===== config.mk =====
export PLATFORM = sky130hd
export DESIGN_NAME = isr_requester
export DESIGN_NICKNAME = d
export VERILOG_FILES = /design/src/rtl/isr_requester.sv
export SDC_FILE = /design/constraint.sdc
export NUM_CORES = 1
export LEC_CHECK = 0
export ABC_CLOCK_PERIOD_IN_PS = 4200
export CORE_MARGIN = 3
export CORE_UTILIZATION = 30
export CTS_CLUSTER_SIZE = 24
export DETAILED_ROUTE_END_ITERATION = 6
export PLACE_DENSITY_LB_ADDON = 0.3
export SETUP_SLACK_MARGIN = 0.1
export SYNTH_ARGS = -nofsm -noshare
export SYNTH_HDL_FRONTEND = slang
export SYNTH_SLANG_ARGS = --single-unit

===== constraint.sdc =====
create_clock -name clock -period 4.2 [get_ports clock]
set_input_delay 0.84 -clock clock [delete_from_list [all_inputs] [get_ports clock]]
set_output_delay 0.84 -clock clock [all_outputs]
set_load 0.01 [all_outputs]

===== src/rtl/isr_requester.sv =====
// Host-side sequencer for one integer-square-root engine: takes an operand, runs the
// engine's reset/load handshake, waits for done (or times out) and returns the result.
module isr_requester #(
  parameter int TIMEOUT_CYCLES = 2048,
  parameter int LAT_W          = 12
) (
  input  logic             clock,
  input  logic             reset,
  input  logic             req_valid,
  output logic             req_ready,
  input  logic [63:0]      req_value,
  output logic             resp_valid,
  input  logic             resp_ready,
  output logic [31:0]      resp_root,
  output logic [63:0]      resp_value,
  output logic             resp_error,
  output logic [LAT_W-1:0] resp_cycles,
  output logic             isr_reset,
  output logic [63:0]      isr_value,
  input  logic [31:0]      isr_result,
  input  logic             isr_done,
  output logic [15:0]      resp_count
);

  // A timeout beyond the counter's range degenerates to "saturated counter".
  localparam int LAT_MAX  = (2 ** LAT_W) - 1;
  localparam int TO_LAST  = (TIMEOUT_CYCLES - 1 > LAT_MAX) ? LAT_MAX : TIMEOUT_CYCLES - 1;
  localparam logic [LAT_W-1:0] TIMEOUT_LAST = LAT_W'(TO_LAST);

  typedef enum logic [1:0] {IDLE, LOAD, WAIT, RESP} state_t;

  state_t             state_q, state_d;
  logic               isr_reset_q, isr_reset_d;
  logic [63:0]        isr_value_q, isr_value_d;
  logic               resp_valid_q, resp_valid_d;
  logic [31:0]        resp_root_q, resp_root_d;
  logic [63:0]        resp_value_q, resp_value_d;
  logic               resp_error_q, resp_error_d;
  logic [LAT_W-1:0]   resp_cycles_q, resp_cycles_d;
  logic [15:0]        resp_count_q, resp_count_d;
  logic [LAT_W-1:0]   lat_q, lat_d;

  always_ff @(posedge clock or negedge reset) begin
    if (!reset) begin
      state_q       <= IDLE;
      isr_reset_q   <= 1'b1;
      isr_value_q   <= '0;
      resp_valid_q  <= 1'b0;
      resp_root_q   <= '0;
      resp_value_q  <= '0;
      resp_error_q  <= 1'b0;
      resp_cycles_q <= '0;
      resp_count_q  <= '0;
      lat_q         <= '0;
    end else begin
      state_q       <= state_d;
      isr_reset_q   <= isr_reset_d;
      isr_value_q   <= isr_value_d;
      resp_valid_q  <= resp_valid_d;
      resp_root_q   <= resp_root_d;
      resp_value_q  <= resp_value_d;
      resp_error_q  <= resp_error_d;
      resp_cycles_q <= resp_cycles_d;
      resp_count_q  <= resp_count_d;
      lat_q         <= lat_d;
    end
  end

  always_comb begin
    state_d       = state_q;
    isr_reset_d   = isr_reset_q;
    isr_value_d   = isr_value_q;
    resp_valid_d  = resp_valid_q;
    resp_root_d   = resp_root_q;
    resp_value_d  = resp_value_q;
    resp_error_d  = resp_error_q;
    resp_cycles_d = resp_cycles_q;
    resp_count_d  = resp_count_q;
    lat_d         = lat_q;

    unique case (state_q)
      IDLE: begin
        isr_reset_d = 1'b1;
        if (req_valid) begin
          isr_value_d  = req_value;
          resp_value_d = req_value;
          lat_d        = '0;
          state_d      = LOAD;
        end
      end
      LOAD: begin
        // Engine samples isr_value at the end of this cycle while reset is still high.
        isr_reset_d = 1'b0;
        state_d     = WAIT;
      end
      WAIT: begin
        if (lat_q != '1) lat_d = lat_q + LAT_W'(1);
        if (isr_done) begin
          resp_root_d   = isr_result;
          resp_error_d  = 1'b0;
          resp_cycles_d = lat_q;
          isr_reset_d   = 1'b1;
          resp_valid_d  = 1'b1;
          state_d       = RESP;
        end else if (lat_q >= TIMEOUT_LAST) begin
          resp_root_d   = '0;
          resp_error_d  = 1'b1;
          resp_cycles_d = lat_q;
          isr_reset_d   = 1'b1;
          resp_valid_d  = 1'b1;
          state_d       = RESP;
        end
      end
      RESP: begin
        isr_reset_d = 1'b1;
        if (resp_ready) begin
          resp_valid_d = 1'b0;
          resp_count_d = resp_count_q + 16'd1;
          state_d      = IDLE;
        end
      end
      default: state_d = IDLE;
    endcase
  end

  assign req_ready   = (state_q == IDLE);
  assign resp_valid  = resp_valid_q;
  assign resp_root   = resp_root_q;
  assign resp_value  = resp_value_q;
  assign resp_error  = resp_error_q;
  assign resp_cycles = resp_cycles_q;
  assign isr_reset   = isr_reset_q;
  assign isr_value   = isr_value_q;
  assign resp_count  = resp_count_q;

endmodule


### Word-level counts from Yosys, hierarchy flattened

Cells that the tools add are included.

| word-level totals | value |
|---|---|
| bits in registers | 141 |
| input port bits | 101 |
| output and inout bits | 192 |
| logic and storage cells | 49 |

| cells by class | value |
|---|---|
| add/sub/neg operators | 2 |
| order comparisons | 1 |
| equal/unequal tests | 8 |
| multiplexer cells | 18 |
| reductions and logical operators | 11 |

Operators with widths:

| operator | count |
|---|---|
| $mux W32 | 2 |
| $mux W12 | 4 |
| $pmux W12 S2 | 1 |
| $add A16 B1 Y16 const B | 1 |
| $add A12 B1 Y12 const B | 1 |
| $ge A12 B11 Y1 const B | 1 |
| $ne A12 B12 Y1 const B | 1 |
| $reduce_and A3 Y1 | 3 |
| $mux W2 | 4 |
| $pmux W2 S4 | 1 |
| $ne A2 B2 Y1 const B | 3 |
| $reduce_and A2 Y1 | 3 |
| $reduce_bool A2 Y1 | 3 |
| $eq A2 B2 Y1 const B | 2 |
| $mux W1 | 4 |
| $ne A3 B3 Y1 const B | 1 |
| $pmux W1 S3 | 1 |
| $eq A2 B1 Y1 const B | 1 |
| $logic_not A2 Y1 | 1 |
| $pmux W1 S2 | 1 |
| $reduce_or A2 Y1 | 1 |

### Longest topological paths before layout

Gate-level depths: netlist of run 1.

| logic depth | value |
|---|---|
| word-level depth | 4 |
| depth in mapped cells | 8 |
| mapped depth without buffers | 6 |

### Worst setup path after synthesis of run 1

Ideal clock, no wire load.

| path | value |
|---|---|
| path kind | input -> register |
| start point | input port isr_done |
| end point | register resp_cycles_q[10], in the netlist resp_cycles[10] |
| arrival | 1.916 ns |
| data required time | 4.072 ns |
| slack | 2.156 ns |
| stages on the path | 5 |
| buffers on the path | 1 |
| path through | nor2_1 o31ai_4 nand2_2 buf_2 mux2_1 |

| on the way | value |
|---|---|
| word-level cells in the longest chain between the ends | 2 |
| elaborated cells on any way between the ends | 3 |
| classes of those cells | mux: 1; reduce/logical: 2 |

RTL lines:

| item | RTL line | text |
|---|---|---|
| start, declared | 21 | `input logic isr_done,` |
| $reduce_bool A2 Y1 (no source line) | -- |  |
| $reduce_and A2 Y1 (no source line) | -- |  |
| end signal, assigned | 63 | `resp_cycles_q <= resp_cycles_d;` |
| end, declared | 39 | `logic [LAT_W-1:0] resp_cycles_q, resp_cycles_d;` |

Several ways; a longest one is shown, not always the timed one.
A chain may end at the register's enable or synchronous reset.

### Worst setup path after layout of run 1

| path | value |
|---|---|
| start point | register state_q[1] |
| end point | output port req_ready |

| on the way | value |
|---|---|
| word-level cells in the longest chain between the ends | 1 |

RTL lines:

| item | RTL line | text |
|---|---|---|
| start, declared | 32 | `state_t state_q, state_d;` |
| start signal, assigned | 56 | `state_q <= state_d;` |
| $logic_not A2 Y1 | 126 | `assign req_ready = (state_q == IDLE);` |
| end, declared | 10 | `output logic req_ready,` |

Every way passes these cells.

==> results of run 1 <==
[final cells by class]
cell class | instances | area [sq um]
well taps | 265 | 332
fillers | 1726 | 10300
diodes | 1 | 2.50
multi-input cells | 231 | 1980
clock inverters | 11 | 95.1
repair buffers | 295 | 2960
inverters | 7 | 26.3
clock buffers | 20 | 457
flip-flops and latches | 141 | 3530
[worst max-delay path: cells and delay by family (launching register included)]
| family | cells | cell delay, ns |
|---|---|---|
| flops | 1 | 0.41 |
| fa+ha+maj | 1 | 0.34 |
| buf+inv | 2 | 0.72 |
[power by group through the flow]
stage | combinational, mW | sequential (mW) | clock, mW
2_1_floorplan | 1.39 | 2.48 | 0
3_3_place_gp | 3.14 | 2.31 | 0
3_5_place_dp | 3.19 | 2.33 | 0
4_1_cts | 3.19 | 2.32 | 1.45
5_1_grt | 3.34 | 2.38 | 1.51
6_report | 3.13 | 2.30 | 1.40
[registers in the layout, indices dropped and copies added (netlist names)]
register	cells
isr_reset	1
state_q	2
resp_value	64
resp_cycles	12
resp_root	32
resp_count	16
resp_error	1
lat_q	12
resp_valid	1
[routing by layer]
metal / share of wire [%] / GRT usage (%)
met5: 0 / 0
met2: 52 / 25.6
met1: 39 / 16.3
met4: 0.97 / 3.74
met3: 7.6 / 5.70
[cells in the final DEF (no fill, tap or decap), types with 3 or more instances in the layout]
cell type,synthesis,layout
a21oi_1,6,6
a22o_1,33,33
and3_1,3,3
clkbuf_16,0,17
clkdlybuf4s50_1,0,291
clkinv_2,0,5
clkinvlp_4,0,3
dfrtp_1,140,140
ha_1,6,6
inv_1,7,7
mux2_1,77,77
mux2i_1,6,6
nand2_1,13,12
nand3_1,11,11
nand4_1,6,6
nor2_1,13,13
nor3_1,3,3
o21ai_0,5,5
o21ai_1,5,5
o2bb2ai_1,4,4
or3_1,3,3
xnor2_1,11,11
xor2_1,5,5
[final timing paths]
path	endpoint	cells past startpoint	start	slack, ns
max in group asynchronous	resp_value[7]	2	reset	2.91
worst min-delay path	resp_value[60]	1	reset	0.42
worst min register to register	resp_count[15]	1	resp_count[15]	0.47
worst max-delay path	req_ready	3	state_q[1]	1.49
worst max register to register	resp_cycles[4]	5	lat_q[0]	1.76
min in group clock	resp_count[15]	1	resp_count[15]	0.47
[cell families (layout without fill, tap and decap cells)]
logic type / Yosys count / in the layout / share of synthesized area (%)
muxes: 84 / 84 / 15.4
and+or+nand+nor: 63 / 63 / 5.53
other: 0 / 1 / 0
xor gates and xnor gates: 16 / 16 / 2.30
DFF: 141 / 141 / 58.0
buffers and inverters: 89 / 333 / 9.52
adders and majority gates: 6 / 6 / 1.23
AOI/OAI and AO/OA: 62 / 62 / 8.04
==> results.json, run 1 <==
{
  "outcome": "complete, no violations",
  "drv_cap": 0,
  "netlist_top_cells_area": "dfrtp_1 (58%), mux2_1 (14%), buf_4 (7.9%)",
  "slew-limit-headroom_pct": 19.4,
  "yosys.area.top_type": "dfrtp_1",
  "vias_per_cell": 4.52,
  "synth-main-ff-cell": "dfrtp_1",
  "critical_path.startpoint_type": "flop",
  "fmax_mhz": 369,
  "p_int_mw": 4.62,
  "utilization_pct": 47.6,
  "final_area_sq_um": 9380,
  "clkPwrFrac_pct": 20.6,
  "ys_warn_count": 0,
  "die_w_microns": 148,
  "slowest_delay_ns": 0.62,
  "drive_gt1_share_pct": 5.67,
  "yosysMostFrequentCell": "dfrtp_1",
  "dp.cells": 939,
  "min_path_type": "in2async",
  "place_area_sq_um": 8830,
  "io_buffers": 292,
  "grt_usage_pct": 14.5,
  "netSwitchingFraction_pct": 32.4,
  "ant_nets": 0,
  "drtIter0Drc": 105,
  "avgSynthCellArea_sq_um": 13.2,
  "finalSetupViolations": 0,
  "cts_tree": "done",
  "netlist_area_sq_um": 6090,
  "numCtsBuffers": 17,
  "ir_worst_vdd_mv": 0.307,
  "fin_crit_ns": 2.71,
  "yosys_register_bits": 141,
  "h-tree-depth": 4,
  "synth_cells": 461,
  "seqPwrFrac_pct": 33.7,
  "wl_mm": 16.1,
  "setup_slack_ns": 1.49,
  "nets": 800,
  "drc": 0,
  "insertion_delay_ns": 0.41,
  "cts_resized": 0,
  "path_cells": "inv_1, ha_1, clkdlybuf4s50_1",
  "ys_seq_area_share_pct": 58.0,
  "synth_cell_types": 41,
  "grt_max_degree": 73,
  "drv_slew": 0,
  "p_switching_mw": 2.22,
  "coreArea_sq_um": 19700,
  "place_ws_ns": 1.22,
  "required_ns": 3.36,
  "post-route-period-util_pct": 64.6,
  "clock_skew_ns": 0.00787,
  "crit_fanout": 7,
  "gp_congestion": 0.775,
  "tns_ns": 0,
  "finalHoldViolCount": 0,
  "overflow": 0,
  "row_count": 51,
  "start_util_pct": 30.9,
  "cts_setup_buffers": 0,
  "powerDensity_nw_per_um2": 728,
  "pin_count": 293,
  "vias": 4390,
  "dr.pass1.iters": 5,
  "cp.arrival_ns": 1.87,
  "ctsRootBufferMaster": "clkbuf_16",
  "dp_hpwl_mm": 12.2,
  "grt_pass1_wl_mm": 25.2,
  "ctsHoldBuffers": 0,
  "instances_no_fill": 971,
  "wire_per_inst_microns": 16.6,
  "combPwrFrac_pct": 45.8,
  "rsz0062_at_grt": "false",
  "synth-edff-count": 0,
  "grt_pass1_vias": 4539,
  "tightest_slew_ns": 1.21,
  "cts.clk_slew.worst_paths_ns": 0.06,
  "area_growth_pct": 54.1,
  "cts_buffer_depth": 2,
  "synthTopCellsByCount": "dfrtp_1 (140), mux2_1 (77), buf_4 (64)",
  "power_mw": 6.83,
  "die-area_sq_um": 22000,
  "cts.sinks": 141,
  "leakage_nw": 3.96,
  "slowest_stage": "clkdlybuf4s50_1",
  "holdWs_ns": 0.421,
  "end_kind": "primary output",
  "async_reset_ff_share_pct": 100,
  "synth_top_area_share_pct": 57.5,
  "die_h_microns": 148,
  "path_class": "reg2out",
  "syn_nets": 568,
  "antenna_found_initial": 1
}
Note: power is estimated with default switching activity, not from simulation.
==> inputs of run 2 (changes only) <==
Settings changed: ABC_CLOCK_PERIOD_IN_PS 4200 to 2400.
Clock period 4.2 ns to 2.4 ns, I/O delays scaled along.
==> results.json, run 2 (synthesis gave the netlist of run 1 again) <==
{
  "antenna_found_initial": 0,
  "grtUsageMet3_pct": 5.15,
  "grt_usage_pct": 14.4,
  "ir_worst_vdd_mv": 0.507,
  "insertedDiodeCount": 0,
  "numCtsBuffers": 17,
  "grt_pass1_wl_mm": 25.3,
  "cts_tree": "done",
  "ant_nets": 0,
  "grt_use_met2_pct": 25.1,
  "busiest_layer": "met2",
  "insertion_delay_ns": 0.41,
  "grt_pass1_vias": 4630,
  "path_class": "reg2reg",
  "holdPathEnd": "resp_count[15]",
  "die-area_sq_um": 22000,
  "crit_fanout": 11,
  "clock_skew_ns": 0.00816,
  "die_h_microns": 148,
  "rsz0062_at_grt": "false",
  "tightest_slew_ns": 0.778,
  "cts.clk_slew.worst_paths_ns": 0.06,
  "powerDensity_nw_per_um2": 1280,
  "r2r_setup_slack_ns": 0.29,
  "fmax_mhz": 473,
  "drc": 0,
  "required_ns": 2.69,
  "tns_ns": 0,
  "fill_cells": 1712,
  "end_kind": "flop",
  "vias": 4417,
  "min_from": "resp_count[15]",
  "min_delay_path_depth": 1,
  "cp.arrival_ns": 2.40,
  "worstReg2RegStart": "state_q[0]",
  "final_area_sq_um": 9530,
  "r2r-end": "lat_q[11]",
  "drive_gt1_share_pct": 6.72,
  "cts_buffer_depth": 2,
  "final_common_cell": "clkdlybuf4s50_1",
  "utilization_pct": 48.3,
  "pin_count": 293,
  "place_area_sq_um": 8930,
  "finalHoldViolCount": 0,
  "finalSetupViolations": 0,
  "largest_reg_flops": 64,
  "nets": 809,
  "coreArea_sq_um": 19700,
  "cts.sinks": 141,
  "fin_crit_ns": 2.11,
  "area_growth_pct": 56.6,
  "min_path_type": "reg2reg",
  "wl_mm": 15.9,
  "dp_hpwl_mm": 12.2,
  "place_ws_ns": 0.197,
  "setup_slack_ns": 0.287,
  "post-route-period-util_pct": 88.0,
  "h-tree-depth": 4,
  "start_util_pct": 30.9,
  "overflow": 0,
  "grt_util_met1_pct": 16.6,
  "drv_cap": 0,
  "wire_per_inst_microns": 16.3,
  "final_cell_mix": "clkdlybuf4s50_1 (290), dfrtp_1 (140), mux2_1 (77)",
  "dr.pass1.iters": 4,
  "vias_per_cell": 4.51,
  "die_w_microns": 148,
  "gp_congestion": 0.740,
  "power_mw": 12.2,
  "row_count": 51,
  "leakage_nw": 4.06,
  "grt_max_degree": 56,
  "slew-limit-headroom_pct": 47.7,
  "drtIter0Drc": 113,
  "ctsRootBufferMaster": "clkbuf_16",
  "io_buffers": 292,
  "outcome": "complete, no violations",
  "worstRegToRegCells": 6,
  "drv_slew": 0,
  "critical_path.startpoint_type": "flop"
}
-- run 2: changes by cell type in the layout (fill, tap and decap cells not counted), sizes merged --
cell / before / now
buf: 4 / 12
bufinv: 1 / 3
clkinvlp: 3 / 1
clkdlybuf4s50: 291 / 290
diode: 1 / 0
dlygate4sd3: 0 / 1
dlymetal6s2s: 0 / 1
-- run 2: timing repair --
item	in CTS	in global routing
setup buffers	0	0
endpoints found under the hold margin	40	0
endpoints found under the setup margin	1	1
hold buffers	1	0
gates resized for setup	1	1
-- run 2: how the worst max path moves through the flow --
stage | from | to | slack, ns | cells past startpoint
global placement | isr_done | resp_cycles[10] | 0.23 | 5
finish | state_q[0] | lat_q[11] | 0.29 | 6
floorplan | state_q[0] | resp_value[0] | 0.43 | 6
detailed placement | isr_done | resp_cycles[3] | 0.20 | 5
global route | state_q[0] | lat_q[11] | 0.11 | 6
CTS | state_q[0] | req_ready | 0.10 | 3
-- run 2: per-stage QoR --
step,std cells,hold WS [ns]
5_1_grt,979,0.518
6_report,979,0.469
3_5_place_dp,947,0.437
3_3_place_gp,947,0.433
2_1_floorplan,461,0.184
4_1_cts,979,0.474
-- run 2: layout make-up --
cell class | count | area (sq um) | area share [%]
tap | 265 | 332 | 3.48
clock buffer | 20 | 447 | 4.69
timing repair buffer | 304 | 3070 | 32.2
multi-input combinational | 231 | 1980 | 20.8
clock inverter | 11 | 144 | 1.51
sequential | 141 | 3530 | 37.0
inverter | 7 | 26.3 | 0.276
-- run 2: layer usage --
| metal | routed length, microns | share of wire, % |
|---|---|---|
| met1 | 6290 | 39 |
| met2 | 8230 | 52 |
| met3 | 1210 | 7.6 |
| met4 | 206 | 1.3 |
| met5 | 0 | 0 |
-- run 2: power by group --
| part | internal [mW] | switching, mW |
|---|---|---|
| clock network | 1.65 | 0.978 |
| registers | 3.31 | 0.705 |
| logic | 3.39 | 2.20 |
| total | 8.36 | 3.88 |
-- run 2: critical path: stages, from the launching register on --
cell     delay [ns]
dfrtp_1        0.42
inv_1          0.10
ha_1           0.43
nand2_1        0.16
nor4_1         0.61
or4_1          0.21
a21oi_1        0.06
==> inputs of run 3 (changes only) <==
Settings changed: SETUP_SLACK_MARGIN 0.1 to 0.05.
==> results.json, run 3 (synthesis gave the netlist of run 1 again) <==
{
  "ctsRootBufferMaster": "clkbuf_16",
  "cts_tree": "done",
  "pin_count": 293,
  "tns_ns": 0,
  "crit_fanout": 7,
  "grt_max_degree": 56,
  "vias": 4402,
  "largest_reg_flops": 64,
  "dr.pass1.iters": 4,
  "die_h_microns": 148,
  "wire_per_inst_microns": 16.3,
  "cts.sinks": 141,
  "finalSetupViolations": 0,
  "numCtsBuffers": 17,
  "finalHoldViolCount": 0,
  "overflow": 0,
  "slew-limit-headroom_pct": 52.7,
  "netSwitchingFraction_pct": 31.7,
  "grt_pass1_vias": 4630,
  "drive_gt1_share_pct": 6.72,
  "powerDensity_nw_per_um2": 1280,
  "grt_pass1_wl_mm": 25.3,
  "die_w_microns": 148,
  "dp.cells": 947,
  "gp_congestion": 0.740,
  "nets": 809,
  "clock_skew_ns": 0.00844,
  "instances_no_fill": 979,
  "cp.arrival_ns": 1.78,
  "row_count": 51,
  "insertion_delay_ns": 0.41,
  "end_kind": "primary output",
  "post-route-period-util_pct": 94.3,
  "path_class": "reg2out",
  "vias_per_cell": 4.50,
  "holdWs_ns": 0.469,
  "coreArea_sq_um": 19700,
  "start_util_pct": 30.9,
  "combPwrFrac_pct": 45.7,
  "final_area_sq_um": 9530,
  "antenna_found_initial": 0,
  "insertedDiodeCount": 0,
  "grt_usage_pct": 14.4,
  "ir_worst_vdd_mv": 0.507,
  "leakage_nw": 4.04,
  "place_area_sq_um": 8930,
  "dp_hpwl_mm": 12.2,
  "drv_cap": 0,
  "ant_nets": 0,
  "required_ns": 1.92,
  "die-area_sq_um": 22000,
  "area_growth_pct": 56.5,
  "p_switching_mw": 3.89,
  "wl_mm": 15.9,
  "fmax_mhz": 442,
  "tightest_slew_ns": 0.703,
  "p_int_mw": 8.36,
  "utilization_pct": 48.3,
  "cts_buffer_depth": 2,
  "cts.clk_slew.worst_paths_ns": 0.06,
  "rsz0062_at_grt": "false",
  "outcome": "complete, no violations",
  "h-tree-depth": 4,
  "drc": 0,
  "io_buffers": 292,
  "fill_cells": 1712,
  "final_cell_mix": "clkdlybuf4s50_1 (291), dfrtp_1 (140), mux2_1 (77)",
  "clkPwrFrac_pct": 21.5,
  "drtIter0Drc": 112,
  "fin_crit_ns": 2.26,
  "drv_slew": 0,
  "seqPwrFrac_pct": 32.8,
  "final_common_cell": "clkdlybuf4s50_1",
  "min_path_type": "reg2reg",
  "critical_path.startpoint_type": "flop"
}
[run 3: worst paths after layout]
path | start | endpoint | slack (ns) | depth (start not counted)
max in group asynchronous | reset | resp_value[46] | 1.20 | 3
min reg2reg | resp_count[15] | resp_count[15] | 0.47 | 1
max | state_q[0] | req_ready | 0.14 | 3
min in group asynchronous | reset | resp_value[60] | 0.56 | 2
min | resp_count[15] | resp_count[15] | 0.47 | 1
max reg2reg | lat_q[0] | resp_root[10] | 0.29 | 6
[run 3: metal layers]
layer | share of wire [%] | up-vias | global-route usage, %
li1 | - | 2056 | -
met4 | 1.3 | 0 | 4.62
met5 | 0 | - | 0
met2 | 52 | 191 | 25.1
met3 | 7.6 | 15 | 5.15
met1 | 39 | 2140 | 16.6
[run 3: worst max-delay path, cell delays in order, from the launching register on]
cell	delay (ns)
dfrtp_1	0.42
inv_1	0.10
ha_2	0.27
clkdlybuf4s50_1	0.59
[run 3: timing repair]
item                       CTS  global route
resized for setup            1             0
setup endpoints to repair    1             0
hold buffers                 1             0
buffers inserted             0             0
hold endpoints to repair    40             0
[run 3: through the flow]
stage / power [mW] / setup WS [ns]
after CTS: 12.5 / 0.100
after global routing: 12.9 / 0.0690
final: 12.2 / 0.138
after detailed placement: 9.75 / 0.197
after global placement: 9.64 / 0.233
after floorplan: 6.77 / 0.431
[run 3: layout make-up]
class	instances	area [sq um]	area share, %
Multi-Input combinational cell	231	1980	20.8
Clock buffer	20	447	4.69
Clock inverter	11	144	1.51
Timing Repair Buffer	304	3070	32.2
Sequential cell	141	3530	37.0
Inverter	7	26.3	0.276
Tap cell	265	332	3.48
[run 3: power groups by stage]
stage / sequential, mW / combinational (mW) / clock [mW]
finish: 4.02 / 5.59 / 2.63
global route: 4.15 / 5.96 / 2.81
CTS: 4.04 / 5.69 / 2.71
detailed placement: 4.07 / 5.68 / 0
global placement: 4.04 / 5.60 / 0
floorplan: 4.35 / 2.42 / 0
==> edit (config.mk and constraints of run 3) <==
Change the parameter `TIMEOUT_CYCLES` from 2048 to 1024.
--- a/src/rtl/isr_requester.sv
+++ b/src/rtl/isr_requester.sv
@@ -1,7 +1,7 @@
 // Host-side sequencer for one integer-square-root engine: takes an operand, runs the
 // engine's reset/load handshake, waits for done (or times out) and returns the result.
 module isr_requester #(
-  parameter int TIMEOUT_CYCLES = 2048,
+  parameter int TIMEOUT_CYCLES = 1024,
   parameter int LAT_W          = 12
 ) (
   input  logic             clock,
Check against the original RTL: no difference found for any inputs over 4 cycles, from zero or initial values and one cycle with reset low; that may be too few to reach the edited logic, so the function may still have changed.
==> edit against run 3 <==
- routed wire length increased by 17%
- synthesized cell count increased by 15%
- clock power increased by 15%
- hold slack got worse by 0.45 ns
- utilization decreased by 0.41 points
- cell area increased by 2.7%
- total power increased by 6.0%
- sequential cell count unchanged
- global-route usage increased by 1.5 points
- non-clock buffer count increased by 1
- setup slack improved by 0.019 ns
- combinational power increased by 6.1%
- synthesized area increased by 3.3%
==> edit: results <==
{
  "yosysUniqueCellTypes": 48,
  "fin_nets": 874,
  "grt_max_degree": 65,
  "switching_share_pct": 32.35,
  "grt_pass1_wl_um": 27630,
  "dp_slack_ns": 0.2168,
  "detail_route.wl_per_cell_um": 17.72,
  "synth_xor_area_share_pct": 2.089,
  "drive_gt1_share_pct": 17.05,
  "drt-initial-drc-count": 125,
  "total_leakage_power_nw": 4.129,
  "status": "complete, no violations",
  "synthTopCellsByCount": "dfrtp_1 (140), mux2_2 (71), buf_4 (64)",
  "synthMuxAreaShare_pct": 14.38,
  "syn-num-nets": 636,
  "synthAdderAreaFrac_pct": 1.194,
  "dp_hpwl_um": 13540,
  "grt_pass1_vias": 4657,
  "place.gp.congestion": 0.7876,
  "seq_area_frac_synth_pct": 56.12,
  "timing.critical_path.fanout_max": 6,
  "avgViaCountPerCell": 4.457,
  "synthTopCellsByArea": "dfrtp_1 (56%), mux2_2 (13%), buf_4 (7.6%)",
  "ir_drop_uv": 496.1,
  "antenna_found_initial": 1,
  "synth-compound-area-share_pct": 5.948,
  "track_usage_pct": 15.87
}
## edit: changes by cell type after synthesis, sizes merged, moves of 6 or more
cell    before  now
o21ai       10   38
nor2        13    5
inv          7   40
a22o        33    1
clkbuf       9   19
buf         73   67
nand3       11   46
## edit: final cells by class
cell class                 count  area (um2)
sequential                   141        3530
clock buffer                  19       432.9
clock inverter                13       236.5
fill                        1901       10640
inverter                      40       150.1
multi-input combinational    262        2031
tap                          270       337.8
timing repair buffer         305        3072
## edit: what timing repair did
action,4_1_cts,5_1_grt
hold endpoints to repair,0,0
endpoints found under the setup margin,0,1
gates resized for setup,0,1
## edit: critical path: stages (launching register included)
cell and delay, ns:
dfrtp_1 0.42, inv_1 0.11, ha_2 0.26, clkdlybuf4s50_1 0.57
## edit: through the flow
stage | total power, mW | hold slack [ns] | std cells | util (%) | area, um2
floorplan | 7.015 | 0.1844 | 529 | - | 6290
global placement | 10.03 | 0.4619 | 1018 | 44.63 | 9117
detailed placement | 10.08 | 0.4635 | 1018 | 44.63 | 9117
CTS | 13.20 | 0.01068 | 1050 | 47.91 | 9787
global route | 13.75 | 0.02319 | 1050 | 47.92 | 9789
finish | 12.98 | 0.01483 | 1050 | 47.92 | 9789
## edit: path summary, 6_finish.rpt
kind / from / end / slack (ns) / cells past startpoint
max in group asynchronous: reset / isr_reset / 1.71 / 2
worst min register to register: resp_count[15] / resp_count[15] / 0.47 / 1
worst max register to register: lat_q[0] / resp_cycles[6] / 0.20 / 6
worst max-delay path: state_q[0] / req_ready / 0.16 / 3
worst min-delay path: reset / resp_value[4] / 0.01 / 1
min in group clock: resp_count[15] / resp_count[15] / 0.47 / 1
## edit: cell families (layout without fill, tap and decap cells)
family | count (synthesis) | count (layout)
AO/OA/AOI/OAI | 59 | 59
flip-flops | 141 | 141
XOR/XNOR | 15 | 15
buffers and inverters | 126 | 377
multiplexers | 79 | 79
AND/OR/NAND/NOR | 103 | 103
adder cells (fa/ha/maj) | 6 | 6
## edit: power by group through the flow
stage | combinational [mW] | clock [mW] | sequential (mW)
2_1_floorplan | 2.65 | 0 | 4.37
3_3_place_gp | 5.97 | 0 | 4.06
3_5_place_dp | 6.00 | 0 | 4.08
4_1_cts | 6.02 | 3.12 | 4.05
5_1_grt | 6.35 | 3.23 | 4.17
6_report | 5.93 | 3.02 | 4.03
## edit: layer usage
layer,track usage [%],vias up,part of all wire [%]
met5,0,-,0.064
met4,3.536,2,0.85
met3,5.296,14,8.8
met2,26.72,169,50
met1,19.87,2267,40
li1,-,2228,-
